<file path="src/rtl/rv32i_defs.sv">
// ----------------------------------------------------------------------------
// rv32i_defs
// Shared definitions for the RV32I in-order pipeline.
//   PC_WIDTH        width of every program counter in the pipeline
//   INST_WIDTH      width of an instruction word
//   RV32I_NOP_INST  canonical NOP (addi x0,x0,0) used for pipeline bubbles
//   IF_STATE_WIDTH  width of the fetch-stage FSM encoding
//   if_state_e      fetch-stage FSM states
//   align_pc()      clears the byte-offset bits of a PC
// ----------------------------------------------------------------------------
package rv32i_defs;

    localparam int PC_WIDTH   = 32;
    localparam int INST_WIDTH = 32;

    localparam logic [INST_WIDTH-1:0] RV32I_NOP_INST = 32'h0000_0013;

    localparam int IF_STATE_WIDTH = 2;

    typedef enum logic [IF_STATE_WIDTH-1:0] {
        IF_FETCH = 2'd0,  // ready to issue a request at pc_q
        IF_WAIT  = 2'd1,  // one request outstanding, waiting for its response
        IF_HOLD  = 2'd2   // response parked in the skid buffer during a stall
    } if_state_e;

    // Instructions are word aligned; the low two bits never reach memory.
    function automatic logic [PC_WIDTH-1:0] align_pc(input logic [PC_WIDTH-1:0] pc);
        return {pc[PC_WIDTH-1:2], 2'b00};
    endfunction

endpackage

</file>
<file path="src/rtl/if_stage.sv">
// ----------------------------------------------------------------------------
// if_stage
// Instruction fetch stage plus IF/ID pipeline register. Keeps the fetch PC,
// issues one instruction-memory request at a time, and hands the returned
// word (with its PC) to decode. Stalls park a late response in a one-entry
// skid buffer; redirects flush IF/ID and discard any wrong-path response.
//
// Parameters
//   RESET_PC       first PC fetched after reset
//   INST_WIDTH     instruction word width
// Ports
//   clk            rising-edge clock
//   rst            asynchronous active-high reset
//   imem_req       fetch request valid (combinational from state/pc/redirect)
//   imem_addr      word-aligned fetch address
//   imem_ready     memory accepts the request this cycle
//   imem_rvalid    response valid, one per accepted request
//   imem_rdata     fetched instruction
//   stall          hazard unit: hold IF/ID
//   redirect       resolved branch/jump redirect
//   redirect_pc    redirect target (low two bits ignored)
//   ifid_valid     IF/ID holds a real instruction
//   ifid_instr     instruction for decode, NOP when not valid
//   ifid_pc        PC of ifid_instr
//   ifid_pc_plus4  ifid_pc + 4 for JAL/JALR link value
// ----------------------------------------------------------------------------
module if_stage
    import rv32i_defs::*;
#(
    parameter logic [PC_WIDTH-1:0] RESET_PC   = 32'h0000_0000,
    parameter int                  INST_WIDTH = 32
) (
    input  logic                  clk,
    input  logic                  rst,

    output logic                  imem_req,
    output logic [PC_WIDTH-1:0]   imem_addr,
    input  logic                  imem_ready,
    input  logic                  imem_rvalid,
    input  logic [INST_WIDTH-1:0] imem_rdata,

    input  logic                  stall,
    input  logic                  redirect,
    input  logic [PC_WIDTH-1:0]   redirect_pc,

    output logic                  ifid_valid,
    output logic [INST_WIDTH-1:0] ifid_instr,
    output logic [PC_WIDTH-1:0]   ifid_pc,
    output logic [PC_WIDTH-1:0]   ifid_pc_plus4
);

    localparam logic [INST_WIDTH-1:0] NOP = INST_WIDTH'(RV32I_NOP_INST);

    if_state_e              state_q,      state_d;
    logic [PC_WIDTH-1:0]    pc_q,         pc_d;
    logic [PC_WIDTH-1:0]    req_pc_q,     req_pc_d;
    logic [INST_WIDTH-1:0]  buf_instr_q,  buf_instr_d;
    logic [PC_WIDTH-1:0]    buf_pc_q,     buf_pc_d;
    logic                   kill_q,       kill_d;
    logic                   ifid_valid_q, ifid_valid_d;
    logic [INST_WIDTH-1:0]  ifid_instr_q, ifid_instr_d;
    logic [PC_WIDTH-1:0]    ifid_pc_q,    ifid_pc_d;

    // The byte-offset bits of the target are dropped by align_pc().
    logic redirect_pc_unused;
    assign redirect_pc_unused = ^redirect_pc[1:0];

    // Requests depend only on state, PC and redirect so the memory side never
    // sees a path from its own response back into the request.
    assign imem_req  = (state_q == IF_FETCH) && !redirect;
    assign imem_addr = pc_q;

    always_comb begin
        // NOTE: every signal driven here gets a default first, so no path can
        // leave one unassigned and infer a latch.
        state_d     = state_q;
        pc_d        = pc_q;
        req_pc_d    = req_pc_q;
        buf_instr_d = buf_instr_q;
        buf_pc_d    = buf_pc_q;
        kill_d      = kill_q;

        // Without a load, IF/ID holds under stall and otherwise drains to a
        // bubble. The PC field is left alone; it is meaningless when invalid.
        ifid_valid_d = ifid_valid_q;
        ifid_instr_d = ifid_instr_q;
        ifid_pc_d    = ifid_pc_q;
        if (!stall) begin
            ifid_valid_d = 1'b0;
            ifid_instr_d = NOP;
        end

        if (redirect) begin
            // Redirect overrides stall and any load in the same cycle.
            pc_d         = align_pc(redirect_pc);
            ifid_valid_d = 1'b0;
            ifid_instr_d = NOP;
            if (state_q == IF_WAIT && !imem_rvalid) begin
                // The in-flight response still has to arrive; mark it stale.
                kill_d = 1'b1;
            end else begin
                // Response (if any) is dropped now; skid contents are abandoned.
                kill_d  = 1'b0;
                state_d = IF_FETCH;
            end
        end else begin
            unique case (state_q)
                IF_FETCH: begin
                    if (imem_ready) begin
                        req_pc_d = pc_q;
                        pc_d     = pc_q + PC_WIDTH'(4);
                        state_d  = IF_WAIT;
                    end
                end
                IF_WAIT: begin
                    if (imem_rvalid) begin
                        if (kill_q) begin
                            kill_d  = 1'b0;
                            state_d = IF_FETCH;
                        end else if (!stall) begin
                            ifid_valid_d = 1'b1;
                            ifid_instr_d = imem_rdata;
                            ifid_pc_d    = req_pc_q;
                            state_d      = IF_FETCH;
                        end else begin
                            buf_instr_d = imem_rdata;
                            buf_pc_d    = req_pc_q;
                            state_d     = IF_HOLD;
                        end
                    end
                end
                IF_HOLD: begin
                    if (!stall) begin
                        ifid_valid_d = 1'b1;
                        ifid_instr_d = buf_instr_q;
                        ifid_pc_d    = buf_pc_q;
                        state_d      = IF_FETCH;
                    end
                end
                default: begin
                    state_d = IF_FETCH;
                end
            endcase
        end
    end

    // NOTE: state registers use non-blocking assignments so every flop samples
    // the values from before the edge, regardless of statement order.
    always_ff @(posedge clk or posedge rst) begin
        if (rst) begin
            state_q      <= IF_FETCH;
            pc_q         <= RESET_PC;
            req_pc_q     <= '0;
            buf_instr_q  <= NOP;
            buf_pc_q     <= '0;
            kill_q       <= 1'b0;
            ifid_valid_q <= 1'b0;
            ifid_instr_q <= NOP;
            ifid_pc_q    <= '0;
        end else begin
            state_q      <= state_d;
            pc_q         <= pc_d;
            req_pc_q     <= req_pc_d;
            buf_instr_q  <= buf_instr_d;
            buf_pc_q     <= buf_pc_d;
            kill_q       <= kill_d;
            ifid_valid_q <= ifid_valid_d;
            ifid_instr_q <= ifid_instr_d;
            ifid_pc_q    <= ifid_pc_d;
        end
    end

    assign ifid_valid    = ifid_valid_q;
    assign ifid_instr    = ifid_instr_q;
    assign ifid_pc       = ifid_pc_q;
    assign ifid_pc_plus4 = ifid_pc_q + PC_WIDTH'(4);

endmodule

</file>
<file path="config.mk">
export PLATFORM = sky130hd
export DESIGN_NAME = if_stage
export DESIGN_NICKNAME = d
export VERILOG_FILES = /design/src/rtl/rv32i_defs.sv /design/src/rtl/if_stage.sv
export SDC_FILE = /design/constraint.sdc
export NUM_CORES = 1
export LEC_CHECK = 0
export CORE_MARGIN = 4
export CORE_UTILIZATION = 45
export CTS_CLUSTER_SIZE = 16
export DETAILED_ROUTE_END_ITERATION = 6
export GPL_TIMING_DRIVEN = 0
export PLACE_DENSITY = 0.78
export SKIP_LAST_GASP = 1
export SLEW_MARGIN = 10
export SYNTH_ARGS = -nofsm -noshare
export SYNTH_HDL_FRONTEND = slang
export SYNTH_SLANG_ARGS = --single-unit
</file>
<file path="constraint.sdc">
create_clock -name clk -period 6.6 [get_ports clk]
set_input_delay 1.32 -clock clk [delete_from_list [all_inputs] [get_ports clk]]
set_output_delay 1.32 -clock clk [all_outputs]
set_load 0.02 [all_outputs]
</file>
# After elaboration in Yosys (flattened, before gate mapping)
# Index checks and enable logic that the tools add are counted.
dict set report word_totals {
  regBits 196
  latch_bits 0
  ramBits 0
  romBits 0
  output_inout_bits 130
  n_memories 0
}
dict set report op_classes {
  add_sub_neg 2
  multipliers 0
  div 0
  n_lt_le_gt_ge 0
  eq_ne 10
  n_shift 0
  muxes 33
  n_bitwise 2
  reduce_logical 16
}
# operator n
set op_table {}
lappend op_table {{$mux W32} 13}
lappend op_table {{$pmux W32 S2} 2}
lappend op_table {{$add A32 B3 Y32 const B} 2}
lappend op_table {{$mux W2} 7}
lappend op_table {{$ne A2 B2 Y1 const B} 5}
lappend op_table {{$reduce_bool A2 Y1} 5}
lappend op_table {{$mux W1} 9}
lappend op_table {{$ne A3 B3 Y1 const B} 3}
lappend op_table {{$pmux W2 S3} 1}
lappend op_table {{$reduce_and A6 Y1} 1}
lappend op_table {{$reduce_and A5 Y1} 1}
lappend op_table {{$reduce_and A2 Y1} 2}
lappend op_table {{$reduce_and A4 Y1} 1}
lappend op_table {{$reduce_and A3 Y1} 1}
lappend op_table {{$eq A2 B1 Y1 const B} 1}
lappend op_table {{$eq A2 B2 Y1 const B} 1}
lappend op_table {{$logic_and A1 B1 Y1} 2}
lappend op_table {{$logic_not A1 Y1} 2}
lappend op_table {{$logic_not A2 Y1} 1}
lappend op_table {{$not A1 Y1} 2}
lappend op_table {{$pmux W1 S2} 1}

# Depth between registers and ports, before layout
dict set report logic_depth {
  ltp_word 6
  depth_mapped 10
  ltp_nobuf 7
}

# Worst setup path after synthesis
# No wires, ideal clock.
dict set report synth_path {
  kind {register -> output}
  from {register ifid_pc_q[2] (netlist: ifid_pc[2])}
  to {output port ifid_pc_plus4[18]}
  t_arrival_ns 2.233
  required_ns 5.280
  slack_ns 3.047
  path_stages_with_launch 6
  n_path_buf 0
  path_cell_list {dfrtp_1 ha_1 nand3_1 nor4_1 nand4_1 xnor2_1}
}
dict set report synth_between {
  elab_chain_len 1
}
# element line_no
set synth_rtl {}
lappend synth_rtl {{start, declared} if_stage.sv:62} ;# logic [PC_WIDTH-1:0] ifid_pc_q, ifid_pc_d;
lappend synth_rtl {{start signal, assigned} if_stage.sv:169} ;# ifid_pc_q <= ifid_pc_d;
lappend synth_rtl {{$add A32 B3 Y32} if_stage.sv:176} ;# assign ifid_pc_plus4 = ifid_pc_q + PC_WIDTH'(4);
lappend synth_rtl {{end, declared} if_stage.sv:49} ;# output logic [PC_WIDTH-1:0] ifid_pc_plus4
# No other way between the ends.

# Final worst setup path
dict set report layout_path {
  from {register ifid_pc_q[2] (netlist: ifid_pc[2])}
  to {output port ifid_pc_plus4[30]}
}
# The elaborated chain is that of the path after synthesis.

==> impl_metrics.ini <==
[run_status]
status = finished clean

[routing]
ant_nets = 0
first_pass_iters = 5
via_count = 7378
first_iter_violations = 524
routed_via_density = 5.45
wl_per_cell_microns = 17.5
routed_wl_microns = 23600
remaining_drc_errors = 0

[setup_path]
slowest_stage = nor4_2
endpoint = ifid_pc_plus4[30]
startpoint = ifid_pc[2]$_DFFE_PP0P_
r2r-start = state_q[1]$_DFFE_PP0P_
path_class = flip-flop to primary output
cp_data_required_time_ps = 5280
arrival_ps = 3010
max_stage_delay_ps = 740
critPathMaxFanout = 8
reg2reg_depth = 8
cp_cell_sequence = ha_1, nand3_1, nor4_2, nand3_1, xnor2_1, clkdlybuf4s50_1
reg2reg_slack_ps = 3880
crit_path_start_kind = flip-flop
end_kind = primary output
cp_common_cell = nand3_1
regToRegEndpoint = buf_pc_q[4]$_DFFE_PP0P_

[timing]
finalHoldViolations = 0
worst_hold_slack_ps = 505
finalWorstSetupSlack_ps = 2270
tns_ps = 0
setup_viol = 0
fin_crit_sh_pct = 65.6
min_period_ps = 4330
fin_skew_ps = 7.98
fmax_ghz = 0.231
rsz0062_at_grt = false
tightest_slew_ps = 913
drv_slew = 0
max_slew_margin_pct = 38.7

[global_route]
grt_start_max_net_pins = 123
globalRouteTotalUtil_pct = 21.8
grt-ovfl-total = 0
antenna_found_initial = 0
grt_pass1_vias = 7235
grt_pass1_wl_microns = 38600

[clocking]
root_buffer = clkbuf_16
cts.clk_slew.worst_paths_ps = 70
cts_tree = done
postCtsResizedCells = 0
h-tree-depth = 4
cts_setup_buffers = 0
cts.sink_count = 188
clock_path_buffers = 2
cts_buffers = 17
clk_latency_ps = 440
cts_hold_buf = 0

[power_and_ir_drop]
combPwrFrac_pct = 32.2
ir_drop_v = 0.000206
seqPwrFrac_pct = 42.8
power.density_mw_per_mm2 = 358
intPower_w = 0.00277
total_leakage_power_nw = 4.92
power.share.clock_pct = 25.0
switching_share_pct = 34.4
switching_power_w = 0.00145

[yosys]
synth_top_family_by_area = simple AND/OR/NAND/NOR gates
synth-xor-area-share_pct = 3.83
synth.avg_cell_area_sq_um = 10.3
synth_compound_area_share_pct = 11.9
synth_largest_area_cell = dfrtp_1
synth-edff-count = 0
ys_types = 44
ys.flop_type = dfrtp_1
synth-async-reset-ratio_pct = 100
ys_ff_latch = 188
yosys.cell_count.top_type = dfrtp_1
yosys_warnings = 0
ys_top_cells_by_area = dfrtp_1 51%, mux2_2 7.8%, nand2_1 6.2%
synth_fa_ha_area_share_pct = 0.701
synthCells = 862
synth_common_cells = 182 x dfrtp_1, 147 x nand2_1, 62 x mux2_2, 57 x o21ai_0, 55 x nor2_1
yosysSeqAreaShare_pct = 52.8
synth_mux_area_share_pct = 11.4
synth_top_area_share_pct = 51.1
synth_area_sq_mm = 0.00892
yosys.area_share.simple_pct = 15.7

[worst_hold_path]
hp-class = flip-flop to flip-flop

[placement]
hpwl_microns = 17300
port-buffer-count = 188
gp_congestion = 0.855
dpl_worst_slack_ps = 2390
post_dp_cell_area_sq_mm = 0.0112

[floorplan]
fp.dieW_microns = 149
die-area_sq_mm = 0.0221
core_area_sq_mm = 0.0195
rows = 51
start_util_pct = 45.8
num_io_pins = 200
die_h_microns = 149

[cells_and_area]
drive_gt1_share_pct = 11.4
finish.instance_area_sq_mm = 0.0118
area_delta_synth_final_pct = 32.3
n_fill_cell = 1595
diodes = 0
finish.utilization_pct = 60.6
fin_nets = 1150

[run]
max_cap_viol_count = 0
stage by stage:
| step | power (W) | std cells |
|---|---|---|
| 2_1_floorplan | 0.00255 | 867 |
| 3_3_place_gp | 0.00314 | 1320 |
| 3_5_place_dp | 0.00319 | 1321 |
| 4_1_cts | 0.00425 | 1353 |
| 5_1_grt | 0.00446 | 1353 |
| 6_report | 0.00422 | 1353 |
worst min-delay path by stage:
stage | startpoint | end | slack, ps | depth (start not counted)
after floorplan | req_pc_q[25]$_DFFE_PP0P_ | req_pc_q[25]$_DFFE_PP0P_ | 460 | 2
after global placement | req_pc_q[6]$_DFFE_PP0P_ | req_pc_q[6]$_DFFE_PP0P_ | 480 | 2
after detailed placement | req_pc_q[16]$_DFFE_PP0P_ | req_pc_q[16]$_DFFE_PP0P_ | 490 | 2
after CTS | req_pc_q[7]$_DFFE_PP0P_ | req_pc_q[7]$_DFFE_PP0P_ | 500 | 2
after global routing | buf_pc_q[28]$_DFFE_PP0P_ | buf_pc_q[28]$_DFFE_PP0P_ | 520 | 1
final | req_pc_q[7]$_DFFE_PP0P_ | req_pc_q[7]$_DFFE_PP0P_ | 500 | 2
sequential cells by signal, indices dropped and copies added (netlist names):
signal,count
req_pc_q,30
ifid_valid,1
ifid_instr,32
buf_instr_q,32
ifid_pc,30
kill_q,1
buf_pc_q,30
state_q,2
imem_addr,30
worst max-delay path, delay by kind of cell, from the launching register on:
family	cells	cell delay, ps
xor gates and xnor gates	1	170
buffers and inverters	1	620
adders and majority gates	1	210
DFF	1	440
and+or+nand+nor	3	1120
power groups by stage:
stage	Combinational [W]	Sequential (W)	Clock [W]
final	0.00136	0.00181	0.00105
after detailed placement	0.00137	0.00182	0
after CTS	0.00138	0.00181	0.00107
after global placement	0.00134	0.00180	0
after floorplan	0.000662	0.00189	0
after global routing	0.00147	0.00187	0.00112
routing by layer:
| layer | global-route usage, % | part of all wire (%) |
|---|---|---|
| met5 | 0 | 0 |
| met4 | 6.54 | 2.4 |
| met3 | 4.71 | 6.5 |
| met2 | 36.4 | 50 |
| met1 | 28.9 | 41 |
cells in the final DEF, fill, tap and decap left out, types with 7 or more instances in the layout:
cell	netlist	layout
buf_2	8	8
o21ai_0	57	57
dfrtp_1	182	182
clkdlybuf4s50_1	0	188
nor2_1	55	55
mux2i_1	32	32
and3_1	9	9
o31ai_1	13	13
a22o_1	29	29
mux2_2	62	62
or4_1	14	14
nand4_1	18	18
nand2_1	147	147
and4_1	7	7
xor2_1	10	10
a31oi_1	20	20
clkbuf_16	0	17
a22oi_1	29	29
xnor2_1	29	29
inv_1	11	10
nand3_1	21	21
clkbuf_1	43	43
cell families after synthesis:
group                      after synthesis
and+or+nand+nor                        300
DFF                                    188
AOI/OAI and AO/OA                      161
muxes                                   94
buffers and inverters                   74
xor gates and xnor gates                39
adders and majority gates                5
other                                    1
layout make-up:
| cell class | instances | area, sq um | area share [%] |
|---|---|---|---|
| clock inverter | 15 | 181 | 1.54 |
| timing repair buffer | 189 | 1910 | 16.2 |
| multi-input combinational | 605 | 3920 | 33.2 |
| clock buffer | 17 | 425 | 3.61 |
| sequential | 188 | 4710 | 39.9 |
| inverter | 12 | 52.6 | 0.445 |
| buffer | 62 | 273 | 2.31 |
| tap | 265 | 332 | 2.81 |
No activity file was read; power rests on OpenSTA's default activity.
